[src/rtl/ltm_frame_capture.sv]
// LTM panel stream receiver: rebuilds pixel X/Y from HD/VD/DEN, converts each
// pixel to 8-bit luma and issues one frame-buffer write per active pixel.
// One frame is captured per i_start.
module ltm_frame_capture #(
   parameter int unsigned H_ACTIVE = 800,
   parameter int unsigned V_ACTIVE = 480,
   parameter bit          FLIP_Y   = 1'b1
) (
   input  logic       i_clk,
   input  logic       i_rst,
   input  logic       i_start,
   input  logic       i_HD,
   input  logic       i_VD,
   input  logic       i_DEN,
   input  logic [7:0] i_R,
   input  logic [7:0] i_G,
   input  logic [7:0] i_B,
   output logic       o_we,
   output logic [9:0] o_addrX,
   output logic [8:0] o_addrY,
   output logic [7:0] o_data,
   output logic       o_busy,
   output logic       o_done,
   output logic       o_err
);

   localparam int unsigned XW = 10;
   localparam int unsigned YW = 9;
   localparam logic [XW-1:0] X_END  = XW'(H_ACTIVE);
   localparam logic [XW-1:0] X_LAST = XW'(H_ACTIVE - 1);
   localparam logic [YW-1:0] Y_END  = YW'(V_ACTIVE);
   localparam logic [YW-1:0] Y_LAST = YW'(V_ACTIVE - 1);

   typedef enum logic [1:0] {
      IDLE    = 2'd0,
      WAIT_VS = 2'd1,
      CAPTURE = 2'd2,
      DONE    = 2'd3
   } state_t;

   state_t state, state_nx;

   // stage 1: registered inputs
   logic       hd1, vd1, den1;
   logic [7:0] r1, g1, b1;
   // stage 2: one pixel with its edge flags and luma
   logic       hd2, vd2, den2;
   logic       hd_fall, vd_fall, den_fall;
   logic [7:0] luma2;
   logic [9:0] sum1;

   // counters and next values
   logic [XW-1:0] x, x_nx, x_eff;
   logic [YW-1:0] line, line_nx, line_eff;
   logic          last_wr, last_nx;
   logic          capturing;
   logic          we_nx, err_nx;
   logic [XW-1:0] addr_x_nx;
   logic [YW-1:0] addr_y_nx;
   logic [7:0]    data_nx;

   assign sum1 = 10'(r1) + 10'({g1, 1'b0}) + 10'(b1);

   // input registers, edge detection aligned with the stage-2 pixel, luma
   always_ff @(posedge i_clk) begin
      if (i_rst) begin
         hd1      <= 1'b0;
         vd1      <= 1'b0;
         den1     <= 1'b0;
         r1       <= '0;
         g1       <= '0;
         b1       <= '0;
         hd2      <= 1'b0;
         vd2      <= 1'b0;
         den2     <= 1'b0;
         hd_fall  <= 1'b0;
         vd_fall  <= 1'b0;
         den_fall <= 1'b0;
         luma2    <= '0;
      end else begin
         hd1      <= i_HD;
         vd1      <= i_VD;
         den1     <= i_DEN;
         r1       <= i_R;
         g1       <= i_G;
         b1       <= i_B;
         hd2      <= hd1;
         vd2      <= vd1;
         den2     <= den1;
         hd_fall  <= hd2 & ~hd1;
         vd_fall  <= vd2 & ~vd1;
         den_fall <= den2 & ~den1;
         luma2    <= sum1[9:2];
      end
   end

   // FSM state register
   always_ff @(posedge i_clk) begin
      if (i_rst) state <= IDLE;
      else       state <= state_nx;
   end

   // next state, counter updates and write decision
   always_comb begin
      state_nx  = state;
      x_nx      = x;
      line_nx   = line;
      last_nx   = 1'b0;
      we_nx     = 1'b0;
      addr_x_nx = o_addrX;
      addr_y_nx = o_addrY;
      data_nx   = o_data;
      err_nx    = o_err;
      capturing = 1'b0;
      x_eff     = (hd_fall | den_fall | vd_fall) ? '0 : x;
      line_eff  = vd_fall ? '0 : line;

      unique case (state)
         IDLE: begin
            if (i_start) begin
               state_nx = WAIT_VS;
               err_nx   = 1'b0;
            end
         end
         WAIT_VS: begin
            if (vd_fall) begin
               state_nx  = CAPTURE;
               capturing = 1'b1;
            end
         end
         CAPTURE: begin
            if (last_wr) begin
               state_nx = DONE;
            end else begin
               capturing = 1'b1;
               if (vd_fall) err_nx = 1'b1;
            end
         end
         DONE: begin
            if (i_start) begin
               state_nx = WAIT_VS;
               err_nx   = 1'b0;
            end
         end
         default: state_nx = IDLE;
      endcase

      if (capturing) begin
         x_nx    = x_eff;
         line_nx = line_eff;
         // end of a line: short line is an error, line still counts
         if (den_fall && !vd_fall) begin
            if (x < X_END) err_nx = 1'b1;
            if (line_eff < Y_END) line_nx = line_eff + YW'(1);
         end
         if (den2) begin
            if ((x_eff < X_END) && (line_eff < Y_END)) begin
               we_nx     = 1'b1;
               addr_x_nx = x_eff;
               addr_y_nx = FLIP_Y ? (Y_LAST - line_eff) : line_eff;
               data_nx   = luma2;
               x_nx      = x_eff + XW'(1);
               last_nx   = (x_eff == X_LAST) && (line_eff == Y_LAST);
            end else if (x_eff >= X_END) begin
               err_nx = 1'b1;
            end
         end
      end
   end

   // registered outputs and counters
   always_ff @(posedge i_clk) begin
      if (i_rst) begin
         x       <= '0;
         line    <= '0;
         last_wr <= 1'b0;
         o_we    <= 1'b0;
         o_addrX <= '0;
         o_addrY <= '0;
         o_data  <= '0;
         o_busy  <= 1'b0;
         o_done  <= 1'b0;
         o_err   <= 1'b0;
      end else begin
         x       <= x_nx;
         line    <= line_nx;
         last_wr <= last_nx;
         o_we    <= we_nx;
         o_addrX <= addr_x_nx;
         o_addrY <= addr_y_nx;
         o_data  <= data_nx;
         o_busy  <= (state_nx == WAIT_VS) || (state_nx == CAPTURE);
         o_done  <= (state_nx == DONE);
         o_err   <= err_nx;
      end
   end

endmodule
[config.mk]
export PLATFORM = sky130hd
export DESIGN_NAME = ltm_frame_capture
export DESIGN_NICKNAME = d
export VERILOG_FILES = /design/src/rtl/ltm_frame_capture.sv
export SDC_FILE = /design/constraint.sdc
export NUM_CORES = 1
export LEC_CHECK = 0
export ABC_AREA = 1
export ABC_CLOCK_PERIOD_IN_PS = 4650
export CAP_MARGIN = 20
export CORE_AREA = 2 2 88 90
export DETAILED_ROUTE_END_ITERATION = 10
export DIE_AREA = 0 0 90 92
export PLACE_DENSITY = 0.82
export SLEW_MARGIN = 0
export SYNTH_ARGS = -nofsm -noshare
export SYNTH_HDL_FRONTEND = slang
export SYNTH_SLANG_ARGS = --single-unit
[constraint.sdc]
create_clock -name i_clk -period 4.65 [get_ports i_clk]
set_clock_uncertainty 0.15 [all_clocks]
set_input_delay 1.1625 -clock i_clk [delete_from_list [all_inputs] [get_ports i_clk]]
set_output_delay 1.1625 -clock i_clk [all_outputs]
set_load 0.005 [all_outputs]
# --- After elaboration in Yosys (flattened, before gate mapping) ---
# Cells that the tools add are included.
word_totals:
  inputBits: 30
  elab_cells: 86
  reg_bits: 94
classes:
  eq_ne: 8
  n_addsub: 5
  magnitude_cmp: 4
  n_mux: 24
  n_reduce_logical: 10
  bitwise: 11
op_table:
  columns: ["operator", "count"]
  rows:
  - ["$mux W10", 3]
  - ["$mux W9", 3]
  - ["$lt A10 B10 Y1 const B", 2]
  - ["$mux W1", 12]
  - ["$add A10 B1 Y10 const B", 1]
  - ["$add A10 B8 Y10", 1]
  - ["$add A8 B9 Y10", 1]
  - ["$eq A10 B10 Y1 const B", 1]
  - ["$ge A10 B10 Y1 const B", 1]
  - ["$add A9 B1 Y9 const B", 1]
  - ["$eq A9 B9 Y1 const B", 1]
  - ["$lt A9 B9 Y1 const B", 1]
  - ["$sub A9 B9 Y9 const A", 1]
  - ["$eq A2 B2 Y1 const B", 4]
  - ["$mux W2", 3]
  - ["$not A1 Y1", 6]
  - ["$pmux W2 S3", 1]
  - ["$eq A2 B1 Y1 const B", 2]
  - ["$pmux W1 S2", 2]
  - ["$reduce_or A4 Y1", 1]
  - ["$and A1 B1 Y1", 3]
  - ["$logic_and A1 B1 Y1", 3]
  - ["$reduce_and A3 Y1", 1]
  - ["$reduce_or A3 Y1", 1]
  - ["5 further kinds", 6]

# --- Depth between registers and ports, before layout ---
depth:
  word_depth: 9
  mapped_depth: 13
  ltp_nobuf: 12

# --- Worst setup path after synthesis ---
# OpenSTA, ideal clock, no wires.
synth_path:
  kind: "in2reg"
  start: "input port i_rst"
  end: "register g1[5]"
  arrival_time_ns: 1.969
  stages: 4
  setup_slack_ns: 2.404
  path_buffers: 3
  cell_sequence: "clkbuf_1 > clkbuf_1 > buf_1 > nor2_1"
synth_lines:
  columns: ["item", "line_no", "rtl"]
  rows:
  - ["from (decl)", "10", "input logic i_rst,"]
  - ["to (signal assigned)", "85", "g1 <= i_G;"]
  - ["to (decl)", "45", "logic [7:0] r1, g1, b1;"]
# No word-level cell between the ends.

# --- Worst setup path in the final report ---
layout_path:
  start: "register o_data[7]"
  end: "output port o_data[7]"
layout_lines:
  columns: ["item", "line_no", "rtl"]
  rows:
  - ["from (decl)", "21", "output logic [7:0] o_data,"]
  - ["from (signal assigned)", "191", "o_data <= data_nx;"]
# No word-level cell between the ends.

==> run_results.csv <==
group,metric,value,unit
final_layout,diodes,0,
synth,postSynthCellCount,521,
final_layout,fin_area,4970,µm²
floorplan,initial_core_util,0.552,
setup_path,crit_arrival,1270,ps
setup_path,cpPeakStageDelay,520,ps
sta,finalSetupTns,0,ps
clock_tree,clkSinkCount,94,
final_layout,layout_common_cells,"dfxtp_1 (94), inv_1 (82), nand2_1 (78), nor2_1 (74), clkdlybuf4s50_1 (59)",
routing,wl,8200,µm
routing,vias,3461,
clock_tree,cts.path.max_buffers,2,
synth,yosysWarningCount,0,
placed_design,dp_slack,1950,ps
setup_path,worst-setup-path-type,"reg -> out",
clock_tree,htreeDepth,3,
placed_design,gp_congestion,0.893,
final_layout,fin_nets,631,
sta,tightest_slew,951,ps
power_and_ir_drop,p_leak,2.14,nW
global_route,grt_pass1_wl,13900,µm
floorplan,core-area,7450,µm²
placed_design,place_area,4740,µm²
setup_path,cp-end-kind,"output pin",
synth,seq_area_frac_synth,0.458,
sta,hold-worst-slack,273,ps
floorplan,chipWidth,90,µm
clock_tree,clockRootBuffer,"clkbuf_8",
global_route,antenna_found_initial,0,
clock_tree,cts_made_buffers,9,
routing,wl_per_cell,12.0,µm
global_route,overflow,0,
routing,detail_route.vias_per_cell,5.07,
power_and_ir_drop,power-per-cell-area,359,nW/µm²
setup_path,crit_fanout,2,
sta,period_needed,2580,ps
sta,hold_violations,0,
global_route,grt_max_degree,60,
setup_path,critPathRequiredTime,3340,ps
sta,maxSlewViolCount,0,
sta,rsz0062_at_grt,"false",
synth,avgSynthCellArea,7.89,µm²
power_and_ir_drop,ir_worst_vdd,0.216,mV
synth,syn-cell-area,4110,µm²
placed_design,io_buffers,60,
outcome,status,"completed",
routing,postRouteAntennaNets,0,
floorplan,die_h,92,µm
clock_tree,postCtsResizedCells,0,
sta,slew_headroom,0.365,
setup_path,crit_chain,"clkdlybuf4s50_1",
setup_path,worst_setup_path_start_kind,"flop",
routing,drt_iter0_markers,161,
global_route,grt_pass1_vias,3240,
sta,setup_violations,0,
global_route,grt_usage,0.206,
setup_path,slowest_stage,"clkdlybuf4s50_1",
placed_design,hpwl,5620,µm
final_layout,drive_gt1_frac,0.0585,
sta,max_clock_freq,0.387,GHz
floorplan,io_pins,61,
synth,postSynthNetCount,576,
clock_tree,insertion_delay,370,ps
clock_tree,post_cts.repair.setup_buffers,0,
synth,yosys.cell_types.count,35,
synth,ys_ff_latch,94,
min_path,hold_class,"reg -> reg",
routing,dr.pass1.iters,5,
final_layout,layout_commonest_cell,"dfxtp_1",
sta,setup_ws,2070,ps
routing,route.detailed.drc,0,
final_layout,fillers,630,
floorplan,rows,32,
setup_path,critPathBufInv,1,
floorplan,dieArea,8280,µm²
final_layout,area_growth,21.0,%
clock_tree,cts_hold_buf,0,
clock_tree,cts_tree,"yes",
clock_tree,cts.reportedPaths.clkPinSlew,90,ps
sta,period_share,0.556,
flow_run,cap_violations,0,
setup_path,cp_top_family,"buffers and inverters",
final_layout,finish.utilization,0.668,
==> cells in the mapped netlist <==
library cell,instances,area (µm²)
inv_1,82,308
xor2_1,3,26.3
a211oi_1,1,7.51
a221oi_1,1,8.76
nand2_1,78,293
ha_1,17,213
buf_1,1,3.75
nand2_2,2,12.5
nand3_1,18,90.1
inv_2,2,7.51
o211ai_1,2,15.0
nor2_1,74,278
dfxtp_1,94,1880
nor2_4,1,11.3
a22oi_1,1,7.51
o21ai_1,12,60.1
o32ai_1,1,8.76
a32oi_1,1,8.76
fa_1,8,160
nor2_8,2,40.0
buf_2,2,10.0
nand2_4,1,11.3
nor3_1,6,30.0
and2_1,1,6.26
nor2_2,3,18.8
nor4_1,1,6.26
a21oi_1,51,255
clkbuf_1,9,33.8
buf_4,1,7.51
a31oi_1,2,12.5
a21o_1,1,7.51
nand4_1,7,43.8
nand3_2,5,50.1
buf_6,4,45.0
o21ai_0,26,130
==> metal layers <==
layer	vias up	track usage	wire, µm
met2	115	0.359	4060
met3	17	0.0435	490
met4	0	0.0987	172
met1	1573	0.242	3480
met5	-	0	0
li1	1756	-	-
==> cell families (layout without fill, tap and decap cells) <==
group / count (synthesis) / count (layout) / synth area share
AND/OR/NAND/NOR: 199 / 199 / 0.217
XOR/XNOR: 3 / 3 / 0.00640
adder cells (fa/ha/maj): 25 / 25 / 0.0907
flip-flops: 94 / 94 / 0.458
buffers and inverters: 101 / 161 / 0.101
AO/OA/AOI/OAI: 99 / 99 / 0.127
==> metrics by stage <==
step | power, mW | instances
final | 1.79 | 683
after global routing | 1.87 | 683
after CTS | 1.79 | 683
after detailed placement | 1.19 | 667
after global placement | 1.17 | 667
after floorplan | 1.10 | 521
==> flip-flops by register name (all words and copies together), names as in the netlist, 2 cells and up <==
name / flops
o_addrX: 10
x: 10
line: 9
o_addrY: 9
b1: 8
g1: 8
luma2: 8
o_data: 8
r1: 8
state: 2
==> path summary, 6_finish.rpt <==
path | startpoint | endpoint | slack, ps | depth (start not counted)
max | o_data[7]$_SDFFE_PP0P_ | o_data[7] | 2070 | 1
min reg2reg | vd2$_SDFF_PP0_ | vd_fall$_SDFF_PP0_ | 270 | 2
max reg2reg | vd_fall$_SDFF_PP0_ | x[4]$_SDFFE_PP0P_ | 2190 | 8
min | vd2$_SDFF_PP0_ | vd_fall$_SDFF_PP0_ | 270 | 2
==> area by class of cell <==
type                            count  area, µm²  area share
Clock buffer                       10        138      0.0277
Sequential cell                    94       1880       0.379
Tap cell                          102        128      0.0257
Multi-Input combinational cell    326       1810       0.364
Clock inverter                      6       93.8      0.0189
Timing Repair Buffer               61        603       0.121
Inverter                           84        315      0.0634
==> power breakdown <==
| part | internal (mW) | switching (mW) | total, mW |
|---|---|---|---|
| combinational | 0.125 | 0.168 | 0.293 |
| sequential | 0.854 | 0.0263 | 0.880 |
| clock | 0.322 | 0.291 | 0.613 |
| total | 1.30 | 0.486 | 1.79 |
==> tightest hold or removal path: cells and delay by family (launching register included) <==
| kind | cells | cell delay (ps) |
|---|---|---|
| flip-flops | 1 | 310 |
| AND/OR/NAND/NOR | 2 | 80 |
Power figures use the tool's default switching activity.
